`config.mk`:
```
export PLATFORM = sky130hd
export DESIGN_NAME = alu_rr_arbiter
export DESIGN_NICKNAME = d
export VERILOG_FILES = /design/src/rtl/alu_pkg.sv /design/src/rtl/alu_core.sv /design/src/rtl/alu_rr_arbiter.sv
export SDC_FILE = /design/constraint.sdc
export NUM_CORES = 1
export LEC_CHECK = 0
export BUFFER_PORTS_ARGS = -buffer_cell sky130_fd_sc_hd__buf_2
export CORE_ASPECT_RATIO = 1.25
export CORE_UTILIZATION = 55
export CTS_CLUSTER_SIZE = 20
export DETAILED_ROUTE_END_ITERATION = 10
export PLACE_DENSITY_LB_ADDON = 0.25
export RECOVER_POWER = 50
export SLEW_MARGIN = 30
export SYNTH_ARGS = -nofsm -noshare
export SYNTH_HDL_FRONTEND = slang
export SYNTH_SLANG_ARGS = --single-unit
```
`constraint.sdc`:
```
create_clock -name clk -period 8.32 [get_ports clk]
set_input_delay 1.664 -clock clk [delete_from_list [all_inputs] [get_ports clk]]
set_output_delay 1.664 -clock clk [all_outputs]
set_load 0.02 [all_outputs]
```
`src/rtl/alu_pkg.sv`:
```
// Shared types, opcode constants and ALU evaluation function for the arbitrated ALU.
// Latency: none, types and a pure function only.
// Backpressure: not applicable.
package alu_pkg;

  typedef logic [2:0] alu_op_t;
  typedef logic [7:0] data_t;

  localparam alu_op_t OP_ADD  = 3'b000;
  localparam alu_op_t OP_SUB  = 3'b001;
  localparam alu_op_t OP_AND  = 3'b010;
  localparam alu_op_t OP_XOR  = 3'b011;
  localparam alu_op_t OP_OR   = 3'b100;
  localparam alu_op_t OP_NAND = 3'b101;
  localparam alu_op_t OP_NOR  = 3'b110;
  localparam alu_op_t OP_XNOR = 3'b111;

  // Result slot occupancy; FULL is exactly res_valid.
  typedef enum logic {
    SLOT_EMPTY = 1'b0,
    SLOT_FULL  = 1'b1
  } slot_state_t;

  // 8-bit modulo arithmetic and bitwise logic; no carry or flags are produced.
  function automatic data_t alu_eval(input alu_op_t op, input data_t a, input data_t b);
    data_t y;
    case (op)
      OP_ADD:  y = a + b;
      OP_SUB:  y = a - b;
      OP_AND:  y = a & b;
      OP_XOR:  y = a ^ b;
      OP_OR:   y = a | b;
      OP_NAND: y = ~(a & b);
      OP_NOR:  y = ~(a | b);
      OP_XNOR: y = ~(a ^ b);
      default: y = '0;
    endcase
    return y;
  endfunction

endpackage

```
`src/rtl/alu_core.sv`:
```
// Purely combinational 8-bit ALU.
// Latency: zero cycles, result follows operands combinationally.
// Backpressure: none, no state and no handshake.
module alu_core
  import alu_pkg::*;
(
  input  alu_op_t op,
  input  data_t   a,
  input  data_t   b,
  output data_t   y
);

  assign y = alu_eval(op, a, b);

endmodule

```
`src/rtl/alu_rr_arbiter.sv`:
```
// Round-robin shares one ALU among NREQ requesters; result held in one tagged output slot.
// Latency: result visible one cycle after acceptance; one op per cycle while res_ready stays high.
// Backpressure: a full slot with res_ready low blocks every req_ready and freezes res_data/res_id.
module alu_rr_arbiter
  import alu_pkg::*;
#(
  parameter int NREQ = 4,
  parameter int IDW  = 2
) (
  input  logic              clk,
  input  logic              rst_n,
  input  logic [NREQ-1:0]   req_valid,
  output logic [NREQ-1:0]   req_ready,
  input  logic [3*NREQ-1:0] req_op,
  input  logic [8*NREQ-1:0] req_a,
  input  logic [8*NREQ-1:0] req_b,
  output logic              res_valid,
  input  logic              res_ready,
  output data_t             res_data,
  output logic [IDW-1:0]    res_id
);

  slot_state_t    state;
  logic [IDW-1:0] rr_ptr;
  logic           slot_free;
  logic           gnt_vld;
  logic [IDW-1:0] gnt_id;
  logic [IDW-1:0] scan_id;
  logic [IDW-1:0] next_ptr;
  alu_op_t        op_g;
  data_t          a_g;
  data_t          b_g;
  data_t          alu_y;

  assign res_valid = (state == SLOT_FULL);
  // A draining slot can take a new result on the same edge.
  assign slot_free = (state == SLOT_EMPTY) || res_ready;
  assign next_ptr  = (gnt_id == IDW'(NREQ - 1)) ? '0 : gnt_id + 1'b1;

  // Pick the first valid requester starting at rr_ptr, wrapping modulo NREQ.
  always_comb begin
    gnt_vld = 1'b0;
    gnt_id  = '0;
    scan_id = '0;
    for (int k = 0; k < NREQ; k++) begin
      scan_id = IDW'((int'(rr_ptr) + k) % NREQ);
      if (!gnt_vld && req_valid[scan_id]) begin
        gnt_vld = 1'b1;
        gnt_id  = scan_id;
      end
    end
    // No grant while the slot is blocked or reset is asserted.
    if (!rst_n || !slot_free) begin
      gnt_vld = 1'b0;
    end
  end

  // One-hot ready for the granted index only; operand values never affect it.
  always_comb begin
    req_ready = '0;
    for (int i = 0; i < NREQ; i++) begin
      req_ready[i] = gnt_vld && (gnt_id == IDW'(i));
    end
  end

  // Steer the granted requester's opcode and operands into the shared ALU.
  always_comb begin
    op_g = '0;
    a_g  = '0;
    b_g  = '0;
    for (int i = 0; i < NREQ; i++) begin
      if (gnt_id == IDW'(i)) begin
        op_g = alu_op_t'(req_op[3*i +: 3]);
        a_g  = req_a[8*i +: 8];
        b_g  = req_b[8*i +: 8];
      end
    end
  end

  alu_core u_alu (
    .op (op_g),
    .a  (a_g),
    .b  (b_g),
    .y  (alu_y)
  );

  // Slot state machine: load on grant (replacing on simultaneous drain), empty on drain alone.
  always_ff @(posedge clk) begin
    if (!rst_n) begin
      state    <= SLOT_EMPTY;
      res_data <= '0;
      res_id   <= '0;
      rr_ptr   <= '0;
    end else if (gnt_vld) begin
      state    <= SLOT_FULL;
      res_data <= alu_y;
      res_id   <= gnt_id;
      rr_ptr   <= next_ptr;
    end else if (res_ready) begin
      state    <= SLOT_EMPTY;
    end
  end

endmodule

```
=== After elaboration in Yosys (flattened, before gate mapping) ===
Index checks and enable logic that the tools add are counted.
W data, S select, Z words.

* Register bits after elaboration: 13
* Bits of input ports: 83
* Output and inout bits: 15
* Logic and storage cells: 81

* $add $sub $neg: 6
* $lt $le $gt $ge: 4
* Equal/unequal tests: 10
* Multiplexer cells: 33
* Bitwise gates (word level): 7
* Reduce and logical (&&, ||, !) cells: 17

{| class="wikitable"
|+ Operator list
! kind !! count
|-
| $mux W8 || 8
|-
| $pmux W8 S8 || 1
|-
| $not A8 Y8 || 3
|-
| $eq A3 B3 Y1 const B || 4
|-
| $lt A2 B3 Y1 const B || 4
|-
| $mux W3 || 4
|-
| $mux W1 || 11
|-
| $mux W2 || 5
|-
| $add A8 B8 Y8 || 1
|-
| $and A8 B8 Y8 || 1
|-
| $bmux W1 S2 || 4
|-
| $or A8 B8 Y8 || 1
|-
| $sub A8 B8 Y8 || 1
|-
| $xor A8 B8 Y8 || 1
|-
| $logic_and A1 B1 Y1 || 7
|-
| $eq A3 B2 Y1 const B || 2
|-
| $logic_not A1 Y1 || 5
|-
| $add A2 B1 Y2 const B || 2
|-
| $add A2 B2 Y2 const B || 2
|-
| $eq A2 B2 Y1 const B || 2
|-
| $eq A3 B1 Y1 const B || 1
|-
| $logic_not A3 Y1 || 1
|-
| $eq A2 B1 Y1 const B || 1
|-
| $logic_not A2 Y1 || 1
|-
| 3 further kinds || 4
|}

=== Longest topological paths before layout ===
Gate-level depths: netlist (run 1).

* Depth after elaboration: 20
* Gate-level depth with buffers: 24

=== Modules after synthesis ===
Synthesis (run 1) repeated with hierarchy kept, for this count alone.

* Cell total of the unflattened synthesis: 319
* Area total of the unflattened synthesis: 2362.3 µm²

{| class="wikitable"
|+ By module, submodules not included
! module !! instances !! cells an instance !! area each (µm²) !! sequential area each (µm²)
|-
| alu_core || 1 || 149 || 1206.2 || 0.0
|-
| alu_rr_arbiter || 1 || 170 || 1156.1 || 260.2
|}

=== Least setup slack after synthesis (run 1) ===
Ideal clock, no wire load.

* Kind: input -> register
* Start: input port req_valid[0]
* End: register res_data[6]
* Library setup time: 87 ps
* Arrival time: 5425 ps
* Data required time: 8233 ps
* Path slack: 2808 ps
* Stages on the path: 22
* Path buffers: 3
* Cell sequence: inv_1 nor2_1 a21oi_1 nor2_1 a221o_1 nor2_1 ha_1 buf_4 clkbuf_1 buf_1 a22o_1 o21ai_0 ha_1 mux2i_1 inv_1 fa_1 nor2b_1 o21ai_0 a2111o_1 o211ai_1 a211oi_1 o31ai_1

* Longest elaborated chain between the ends: 20
* Elaborated cells on any way between the ends: 56
* Those cells by class: add/sub: 2; eq/ne: 10; mux: 30; bitwise: 6; reduce/logical: 8

{| class="wikitable"
|+ Ends and longest elaborated chain
! element !! RTL line !! RTL
|-
| start: declaration || alu_rr_arbiter.sv:12 || <nowiki>input logic [NREQ-1:0] req_valid,</nowiki>
|-
| $bmux W1 S2 || alu_rr_arbiter.sv:47 || <nowiki>if (!gnt_vld && req_valid[scan_id]) begin</nowiki>
|-
| $mux W1 (not written as such) || alu_rr_arbiter.sv:47 ||
|-
| $mux W1 || alu_rr_arbiter.sv:47 ||
|-
| $logic_not A1 Y1 || alu_rr_arbiter.sv:47 ||
|-
| $logic_and A1 B1 Y1 || alu_rr_arbiter.sv:47 ||
|-
| $mux W1 || alu_rr_arbiter.sv:47 ||
|-
| $logic_not A1 Y1 || alu_rr_arbiter.sv:47 ||
|-
| $logic_and A1 B1 Y1 || alu_rr_arbiter.sv:47 ||
|-
| $mux W1 || alu_rr_arbiter.sv:47 ||
|-
| $logic_not A1 Y1 || alu_rr_arbiter.sv:47 ||
|-
| $logic_and A1 B1 Y1 || alu_rr_arbiter.sv:47 ||
|-
| $mux W2 * || alu_rr_arbiter.sv:47 ||
|-
| named net gnt_id[0] || alu_rr_arbiter.sv:27 || <nowiki>logic [IDW-1:0] gnt_id;</nowiki>
|-
| branches (longest 7 deep; another with $sub A8 B8 Y8) || - ||
|-
| $pmux W8 S8 * || alu_pkg.sv:27 || <nowiki>case (op)</nowiki>
|-
| end signal: assignment || alu_rr_arbiter.sv:96 || <nowiki>res_data <= alu_y;</nowiki>
|-
| end: declaration || alu_rr_arbiter.sv:19 || <nowiki>output data_t res_data,</nowiki>
|}

Mark *: on every way through the listed nets, which the timed path passes. The select of a mux whose other input is x is not followed.
A chain may end at the register's enable or synchronous reset.

=== Final worst setup path (run 1) ===
* Start: input port req_valid[1]
* End: register res_data[6]

* Longest elaborated chain between the ends: 20
* Elaborated cells on any way between the ends: 56
* Those cells by class: add/sub: 2; eq/ne: 10; mux: 30; bitwise: 6; reduce/logical: 8

{| class="wikitable"
|+ Ends and longest elaborated chain
! element
|-
| branches (longest 20 deep; another with $bmux W1 S2)
|}

Several ways; the timed one is not identified. The select of a mux whose other input is x is not followed.

==> run summary, run 1 <==
Via density -> 6.40
final setup vio count -> 0
RSZ-0062 raised after global routing -> false
grt met3 use -> 0.0229
chip height -> 79.4 µm
Cell Int Power -> 578 µW
final period utilization -> 0.790
setup TNS -> 0 ps
Seq pwr share -> 0.072
Starting DRT DRC Count -> 221
Tot Pwr -> 1320 µW
Post-CTS Hold Fix Bufs -> 0
global-route wire length before repair -> 13.8 mm
Final Hold Viols -> 0
GRT Max-Usage Layer -> met2
placed insts -> 507
library cells used by synthesis -> 63
worst-margin pin slew -> 892 ps
Post-CTS Resized -> 0
commonest non-fill, non-tap cell in the layout -> buf_2
grt met1 use -> 0.401
number of global-route vias before repair -> 3039
CP Max Fanout -> 20
global placer's final weighted congestion -> 0.970
Seq/Total Area, Yosys -> 0.0987
sw power -> 745 µW
H-tree Lvls -> 1
Crit path required time -> 8470 ps
FMAX -> 0.152 GHz
Initial DRT Pass Iterations -> 5
fin. max-slew vios -> 0
Lkg Pwr -> 0.00148 µW
sw frac -> 0.563
commonest cells after routing, fill and taps aside -> buf_2 (85), a21oi_1 (31), nor2_1 (28), ha_1 (28), nand3_1 (26)
post-CTS setup buffer count -> 0
Antenna diodes -> 0
worst skew pair latency -> 240 ps
Setup crit end kind -> register
DRC Markers -> 0
total wire length -> 8.45 mm
grt met2 use -> 0.613
hpwl dp -> 6.90 mm
Register-to-Register Path Depth -> 19
Final nets -> 566
Clock Pin Slew Worst Setup and Hold Paths -> 50 ps
TritonCTS Buffers -> 3
synthesized area per cell -> 7.13 µm²
Hold Crit Class -> register to register
IO Pins -> 98
crit path to -> res_data[6]
WL/cell -> 16.5 µm
synthesis-stage register bit count -> 13
crit path launch -> req_valid[1]
maximum VDD drop -> 437 µV
GRT Overall Usage -> 0.341
Syn Nets -> 482
Mapped Area -> 0.00264 mm²
initial core utilization -> 0.587
critical path type -> primary input to register
Final Instance Count excl. Fillers -> 511
R2R Setup Slk -> 2930 ps
RR Endpoint -> res_data[6]
chip width -> 63.9 µm
Critical R2R Launch -> rr_ptr[0]
post-synthesis cell count -> 370
port bufs -> 97
share of cells above drive strength 1 -> 0.225
pin count of the biggest net entering global routing -> 31
grt total ovfl -> 0
via count -> 3272
pwr dens -> 421 mW/mm²
number of synthesized flops with an enable pin -> 0
status -> complete, no violations
# rows -> 27
core area -> 0.00449 mm²
clock share of power -> 0.042
Layout Skew -> 0.374 ps
CTS Sinks -> 13
# Max-Cap Violations -> 0
maximum clock insertion buffer count -> 2
Primary FF master, synth -> dfxtp_1
CP arrival -> 6720 ps
CTS tree -> done
Syn. warnings -> 0
Area growth syn-to-layout -> 19.2%
minimum clock period -> 6570 ps
Final ANT Viol Nets -> 0
CTS Root Cell -> clkbuf_8
FFs w/ async S/R, synth -> 0
initial antenna violation count -> 0
Die ar. -> 0.00508 mm²
Comb power frac -> 0.886
startpoint types -> primary input
Slew HR -> 0.403
-- worst min-delay path by stage --
stage / cells past startpoint / end / start / slack [ps]
floorplan: 2 / rr_ptr[1] / rr_ptr[1] / 480
global placement: 2 / res_data[3] / res_data[3] / 450
detailed placement: 2 / res_data[3] / res_data[3] / 460
CTS: 2 / res_data[3] / res_data[3] / 470
global route: 2 / res_data[4] / res_data[4] / 490
finish: 2 / res_data[2] / res_data[2] / 470
-- Yosys cell counts, types with 3 or more instances --
master	instances	area, µm²
a21oi_1	31	155
ha_1	28	350
nor2_1	28	105
nand3_1	26	130
nand2_1	22	82.6
inv_1	20	75.1
o21ai_0	17	85.1
dfxtp_1	13	260
a211oi_1	10	75.1
a21o_1	9	67.6
a221o_1	9	90.1
or3_1	9	56.3
xnor2_1	9	78.8
buf_2	8	40.0
clkbuf_1	8	30.0
nor2b_1	7	43.8
o211ai_1	7	52.6
a22oi_1	6	45.0
o21ai_1	6	30.0
o31ai_1	6	45.0
a31oi_1	5	31.3
and2_1	5	31.3
and3_1	5	31.3
nand2b_1	5	31.3
a311oi_1	4	35.0
nor3_1	4	20.0
o21a_1	4	30.0
o22a_1	4	35.0
o22ai_1	4	25.0
buf_1	3	11.3
nand3b_1	3	22.5
nor3b_1	3	22.5
nor4_1	3	18.8
o221ai_1	3	26.3
-- stage by stage --
step | hold WS (ps) | instance area, µm² | setup slack [ps] | util
CTS | 468 | 3160 | 1820 | 0.703
floorplan | 485 | 2640 | 2810 | -
detailed placement | 461 | 3110 | 1570 | 0.693
global placement | 453 | 3110 | 1740 | 0.693
global route | 493 | 3140 | 1210 | 0.700
finish | 466 | 3140 | 1750 | 0.700
-- per-layer routing --
layer	up-vias	routed length (µm)
li1	1575	-
met1	1513	3510
met2	153	4080
met3	31	543
met4	0	317
met5	-	0
-- cell type report --
class	instances	area, µm²
Timing Repair Buffer	102	508
Clock buffer	4	45.0
Inverter	21	78.8
Fill cell	391	1350
Tap cell	58	72.6
Multi-Input combinational cell	313	2180
Sequential cell	13	260
-- power by group through the flow --
stage / logic, µW / registers [µW] / clock network, µW
detailed placement: 1150 / 95.7 / 0
CTS: 1150 / 94.4 / 56.3
global route: 1290 / 97.4 / 59.6
global placement: 1130 / 94.9 / 0
floorplan: 856 / 118 / 0
finish: 1170 / 95.0 / 55.7
-- kinds of logic (layout without fill, tap and decap cells) --
logic type	after synthesis	after routing	share of synthesized area
AO/OA/AOI/OAI	146	146	0.403
XOR/XNOR	9	9	0.0299
adder cells (fa/ha/maj)	29	29	0.140
buffers and inverters	44	127	0.0749
flip-flops	13	13	0.0987
multiplexers	1	1	0.00380
AND/OR/NAND/NOR	128	128	0.249
-- state kept, by name, summed over array words and instances, names as in the netlist --
name / flops
res_data: 8
res_id: 2
res_valid: 1
rr_ptr: 2
-- critical path, cell delays in order --
cell      delay (ps)
clkbuf_1         170
inv_1             80
a21oi_1          140
nor2_1            70
a221oi_1         290
nand2_1          130
ha_1             440
or2_1            530
a221oi_4         580
nor2_1           290
nor3_2           370
mux2i_1          270
inv_1             80
fa_1             400
nor2b_1          150
o21ai_0          150
a2111o_1         440
o211ai_1         110
a211oi_1         110
o31ai_1          230
Note: power is estimated with default switching activity, not from simulation.
==> run 2: changes to the inputs <==
- CORE_UTILIZATION: 55 -> 51
- clock period: 8.32 -> 6.7 ns (I/O delays scaled with it)
==> run 2 against run 1 <==
Net effect:
- global-route usage decreased by 2.8 points
- die area increased by 7.6%
- cell count increased by 1.4%
- sequential cell count unchanged
- critical endpoint unchanged
- highest routed layer unchanged
- total power increased by 23%
- clock-buffer cell count unchanged
- largest cell class unchanged
==> run summary, run 2 (same netlist as run 1, synthesis figures left out) <==
Most flops, register -> res_data
Clock Pin Slew Worst Setup and Hold Paths -> 50 ps (about the same)
chip height -> 82.4 µm (+3.7%)
startpoint types -> primary input
Most common cell on crit path -> nand2_1
placed cell areas -> 0.00315 mm² (+1.3%)
Crit path required time -> 6850 ps (-1620 ps)
Final Instance Count excl. Fillers -> 518 (+1.4%)
Largest register FFs -> 8 (unchanged)
Final ANT Viol Nets -> 0 (unchanged)
Area growth syn-to-layout -> 20.7%
final period utilization -> 0.891
Worst path slowest cell -> or4_1
area of the multi-input gates -> 0.00218 mm² (unchanged)
Final nets -> 571 (+0.88%)
Setup crit end kind -> register
Slew HR -> 0.565 (+0.162)
sw frac -> 0.549 (-0.0146)
IO Pins -> 98 (unchanged)
Die ar. -> 0.00546 mm² (+7.6%)
final setup vio count -> 0 (unchanged)
port bufs -> 97 (unchanged)
pwr dens -> 511 mW/mm² (+21%)
GRT Overall Usage -> 0.313 (-0.0280)
global placer's final weighted congestion -> 0.977 (+0.71%)
number of global-route vias before repair -> 2827 (-7.0%)
core area -> 0.00487 mm² (+8.4%)
setup TNS -> 0 ps (unchanged)
post-CTS setup buffer count -> 0 (unchanged)
CTS Sinks -> 13 (unchanged)
H-tree Lvls -> 1 (unchanged)
WL/cell -> 16.1 µm (-2.5%)
crit-path cells -> clkbuf_1 -> or4_1 -> nand2_1 -> ha_1 -> or2_1 -> a221o_1 -> nand2_1 -> nor3_2 -> mux2i_1 -> inv_1 -> fa_1 -> nor2b_1 -> o21ai_0 -> a2111o_1 -> o211ai_1 -> a211oi_1 -> o31ai_1
CTS tree -> done
initial antenna violation count -> 0 (unchanged)
registers with the most flip-flops -> res_data (8), res_id (2), rr_ptr (2)
Cell Int Power -> 734 µW (+27%)
DRC Markers -> 0 (unchanged)
Seq. cell area -> 260 µm² (unchanged)
worst-margin pin slew -> 650 ps (-242 ps)
CTS Root Cell -> clkbuf_8
hpwl dp -> 6.90 mm (about the same)
CP Buf/Inv Count -> 2 (-1)
minimum clock period -> 5970 ps
maximum clock insertion buffer count -> 2 (unchanged)
via count -> 3248 (-0.73%)
Starting DRT DRC Count -> 213 (-3.6%)
initial core utilization -> 0.542 (-0.0454)
FMAX -> 0.168 GHz
sw power -> 892 µW (+20%)
maximum VDD drop -> 372 µV (-15%)
Post-CTS Hold Fix Bufs -> 0 (unchanged)
CP arrival -> 6120 ps (-600 ps)
Layout Skew -> 5.94 ps (+5.57 ps)
Hold Crit Class -> register to register
critical path's largest stage delay -> 610 ps (+30 ps)
Seq pwr share -> 0.073 (about the same)
critical path type -> primary input to register
global-route wire length before repair -> 13.1 mm (-4.6%)
pin count of the biggest net entering global routing -> 27 (-13%)
clock share of power -> 0.042 (about the same)
grt total ovfl -> 0 (unchanged)
Post-CTS Resized -> 0 (unchanged)
share of cells above drive strength 1 -> 0.234 (+0.00846)
Final Hold Viols -> 0 (unchanged)
# Max-Cap Violations -> 0 (unchanged)
worst skew pair latency -> 240 ps (about the same)
Comb power frac -> 0.885 (about the same)
commonest non-fill, non-tap cell in the layout -> buf_2
family with the most delay on the worst path -> simple AND/OR/NAND/NOR gates
fillers -> 449 (+15%)
chip width -> 66.3 µm (+3.7%)
# rows -> 28 (+3.7%)
Via density -> 6.27 (-2.1%)
commonest cells after routing, fill and taps aside -> buf_2 (85), a21oi_1 (31), nor2_1 (28), ha_1 (28), nand3_1 (26)
status -> complete, no violations
post-route design area -> 0.00318 mm² (+1.3%)
placed insts -> 514 (+1.4%)
total wire length -> 8.35 mm (-1.2%)
Tot Pwr -> 1630 µW (+23%)
Initial DRT Pass Iterations -> 5 (unchanged)
fin. max-slew vios -> 0 (unchanged)
RSZ-0062 raised after global routing -> false
TritonCTS Buffers -> 3 (unchanged)
CP Max Fanout -> 20 (unchanged)
Lkg Pwr -> 0.00151 µW (+1.6%)
Antenna diodes -> 0 (unchanged)
run 2: per-layer routing:
| metal | vias to the layer above | track usage | part of all wire |
|---|---|---|---|
| li1 | 1590 | - | - |
| met1 | 1486 | 0.372 | 0.41 |
| met2 | 151 | 0.580 | 0.50 |
| met3 | 21 | 0.0234 | 0.061 |
| met4 | 0 | 0.117 | 0.025 |
| met5 | - | 0 | 0 |
run 2: worst register-to-register path: cells and delay by family (launching register included):
family	cells	cell delay, ps
AND/OR/NAND/NOR	7	1370
buffers and inverters	2	270
multiplexers	1	290
AO/OA/AOI/OAI	8	1770
adder cells (fa/ha/maj)	2	840
flip-flops	1	410
run 2: path summary, 6_finish.rpt:
kind                start          end  slack (ps)  cells past startpoint
max          req_valid[1]  res_data[6]         730                     17
min           res_data[3]  res_data[3]         470                      2
max reg2reg     rr_ptr[0]  res_data[6]        1670                     20
min reg2reg   res_data[3]  res_data[3]         470                      2
run 2: cell type report:
class / instances / area share
Inverter: 21 / 0.0248
Tap cell: 60 / 0.0236
Clock buffer: 4 / 0.0141
Sequential cell: 13 / 0.0817
Multi-Input combinational cell: 313 / 0.684
Timing Repair Buffer: 107 / 0.171
run 2: power by group through the flow:
stage | combinational [µW] | clock, µW | sequential, µW
floorplan | 1060 | 0 | 147
global placement | 1400 | 0 | 118
detailed placement | 1420 | 0 | 120
CTS | 1420 | 69.3 | 119
global route | 1580 | 72.2 | 123
finish | 1440 | 68.2 | 119
run 2: stage by stage:
step           hold WS (ps)   util  setup WS, ps
2_1_floorplan           485      -          1510
3_3_place_gp            452  0.648           756
3_5_place_dp            466  0.648           563
4_1_cts                 473  0.657           803
5_1_grt                 492  0.654           338
6_report                469  0.654           733
==> run 3: changes to the inputs <==
- clock period: 6.7 -> 6 ns (I/O delays scaled with it)
==> run 3 against run 2 <==
Net effect:
- clock power grew 8.8%
- utilization is 0.62 points higher
- die area is the same
- critical path type unchanged
- sequential share of layout area decreased by 0.076 points
- wire length increased by 4.5%
- cell count is 0.77% higher
- sequential cell count stayed put
- register-to-register slack got worse by 250 ps
- sequential power rose by 12%
- first-iteration DRC count grew 15%
- critical endpoint unchanged
- design area increased by 0.94%
==> run summary, run 3 (same netlist as run 1, synthesis figures left out) <==
status -> complete, no violations
Setup crit end kind -> register
via count -> 3293 (+1.4%)
TritonCTS Buffers -> 3 (unchanged)
core area -> 0.00487 mm² (unchanged)
CTS tree -> done
# Max-Cap Violations -> 0 (unchanged)
GRT Max-Usage Layer -> met2
FMAX -> 0.189 GHz
Slew HR -> 0.555 (-0.0106)
hpwl dp -> 7.18 mm (+4.0%)
RR Endpoint -> res_data[6]
Final ANT Viol Nets -> 0 (unchanged)
Setup WS post-layout -> 707 ps (-25.3 ps)
Worst path slowest cell -> a2111o_1
critical path's largest stage delay -> 450 ps (-160 ps)
chip height -> 82.4 µm (unchanged)
worst skew pair latency -> 230 ps (about the same)
registers with the most flip-flops -> res_data (8), res_id (2), rr_ptr (2)
commonest non-fill, non-tap cell in the layout -> buf_2
H-tree Lvls -> 1 (unchanged)
Post-CTS Hold Fix Bufs -> 0 (unchanged)
pin count of the biggest net entering global routing -> 27 (unchanged)
sw power -> 1030 µW (+15%)
Critical R2R Launch -> rr_ptr[0]
Seq pwr share -> 0.071 (-0.002)
Initial DRT Pass Iterations -> 5 (unchanged)
placed insts -> 518 (+0.78%)
placed cell areas -> 0.00318 mm² (+0.95%)
grt total ovfl -> 0 (unchanged)
CP arrival -> 5440 ps (-680 ps)
minimum clock period -> 5290 ps
Crit path required time -> 6140 ps (-710 ps)
Post-CTS Resized -> 0 (unchanged)
Die ar. -> 0.00546 mm² (unchanged)
grt met2 use -> 0.601 (+0.0214)
Cell Int Power -> 834 µW (+14%)
RSZ-0062 raised after global routing -> false
fin. max-slew vios -> 0 (unchanged)
CP Max Fanout -> 10 (-50%)
grt met3 use -> 0.0330 (+0.00962)
CTS Root Cell -> clkbuf_8
worst-margin pin slew -> 666 ps (+15.9 ps)
sw frac -> 0.552 (+0.00383)
Final Hold Viols -> 0 (unchanged)
startpoint types -> primary input
Hold Crit Class -> register to register
worst hold start -> res_data[2]
Final Instance Count excl. Fillers -> 522 (+0.77%)
crit-path cells -> clkbuf_1 -> inv_1 -> a21oi_1 -> nor2_1 -> a221oi_1 -> nand2_1 -> ha_1 -> or2_1 -> buf_4 -> a221oi_4 -> nor2_1 -> nor3_2 -> mux2i_1 -> inv_1 -> fa_1 -> nor2b_1 -> o21ai_0 -> a2111o_1 -> o211ai_1 -> a211oi_1 -> o31ai_1
clock share of power -> 0.040 (-0.002)
final period utilization -> 0.882
# rows -> 28 (unchanged)
DRC Markers -> 0 (unchanged)
Starting DRT DRC Count -> 244 (+15%)
Area growth syn-to-layout -> 21.9%
IO Pins -> 98 (unchanged)
WL/cell -> 16.7 µm (+3.7%)
final setup vio count -> 0 (unchanged)
initial antenna violation count -> 0 (unchanged)
critical path type -> primary input to register
DP Worst Slack -> 512 ps (-50.9 ps)
Register-to-Register Path Depth -> 20 (unchanged)
Comb power frac -> 0.889 (+0.004)
setup TNS -> 0 ps (unchanged)
global placer's final weighted congestion -> 0.980 (+0.30%)
Most flops, register -> res_data
Largest register FFs -> 8 (unchanged)
number of global-route vias before repair -> 2903 (+2.7%)
CTS Sinks -> 13 (unchanged)
Final nets -> 575 (+0.70%)
grt met1 use -> 0.399 (+0.0269)
post-route design area -> 0.00321 mm² (+0.94%)
maximum clock insertion buffer count -> 2 (unchanged)
family with the most delay on the worst path -> compound AO/OA/AOI/OAI gates
Clock Pin Slew Worst Setup and Hold Paths -> 50 ps (about the same)
commonest cells after routing, fill and taps aside -> buf_2 (85), a21oi_1 (31), nor2_1 (28), ha_1 (28), nand3_1 (26)
port bufs -> 97 (unchanged)
Hold Crit Depth -> 2 (unchanged)
GRT Overall Usage -> 0.327 (+0.0140)
Antenna diodes -> 0 (unchanged)
Via density -> 6.31 (+0.61%)
pwr dens -> 580 mW/mm² (+14%)
global-route wire length before repair -> 13.8 mm (+4.9%)
chip width -> 66.3 µm (unchanged)
initial core utilization -> 0.542 (unchanged)
hold path endpoint -> res_data[2]
Layout Skew -> 4.71 ps (-1.23 ps)
Lkg Pwr -> 0.00152 µW (+1.3%)
maximum VDD drop -> 660 µV (+78%)
R2R Setup Slk -> 1420 ps (-250 ps)
CP Buf/Inv Count -> 4 (+2)
worst hold margin -> 467 ps (-2.50 ps)
post-CTS setup buffer count -> 0 (unchanged)
share of cells above drive strength 1 -> 0.240 (+0.00664)
total wire length -> 8.72 mm (+4.5%)
fillers -> 457 (+1.8%)
run 3: cell count changes in the layout (fill, tap and decap cells not counted):
| cell | change |
|---|---|
| buf_4 | +4 |
run 3: worst max-delay path by stage:
stage / start / end / slack (ps) / depth (start not counted)
6_report: req_valid[1] / res_data[6] / 710 / 21
5_1_grt: req_valid[0] / res_data[6] / 370 / 22
3_5_place_dp: req_valid[0] / res_data[6] / 510 / 22
4_1_cts: req_valid[0] / res_data[6] / 740 / 22
3_3_place_gp: req_valid[0] / res_data[6] / 650 / 23
2_1_floorplan: req_valid[0] / res_data[6] / 950 / 22
run 3: power by group through the flow:
| stage | sequential [µW] | combinational [µW] | clock (µW) |
|---|---|---|---|
| after floorplan | 164 | 1190 | 0 |
| after global placement | 132 | 1590 | 0 |
| after detailed placement | 134 | 1620 | 0 |
| after CTS | 132 | 1630 | 76.2 |
| after global routing | 137 | 1830 | 80.8 |
| final | 133 | 1660 | 74.2 |
run 3: layout make-up:
cell class | count | area (µm²) | share of cell area
Clock buffer | 4 | 45.0 | 0.0140
Tap cell | 60 | 75.1 | 0.0234
Inverter | 21 | 78.8 | 0.0245
Multi-Input combinational cell | 313 | 2180 | 0.678
Sequential cell | 13 | 260 | 0.0810
Timing Repair Buffer | 111 | 576 | 0.179
run 3: through the flow:
stage                     power, µW  utilization
after global placement         1730        0.654
final                          1860        0.660
after CTS                      1840        0.663
after detailed placement       1750        0.654
after floorplan                1350            -
after global routing           2050        0.660
run 3: routing by layer:
metal / part of all wire / vias to the layer above / wire (µm)
met3: 0.068 / 16 / 596
met5: 0 / - / 0
met4: 0.017 / 0 / 152
li1: - / 1600 / -
met2: 0.50 / 158 / 4360
met1: 0.41 / 1519 / 3620
run 3: worst min-delay path, delay by kind of cell (launching register included):
| kind | cells | cell delay (ps) |
|---|---|---|
| AO/OA/AOI/OAI | 1 | 60 |
| AND/OR/NAND/NOR | 1 | 60 |
| flip-flops | 1 | 310 |
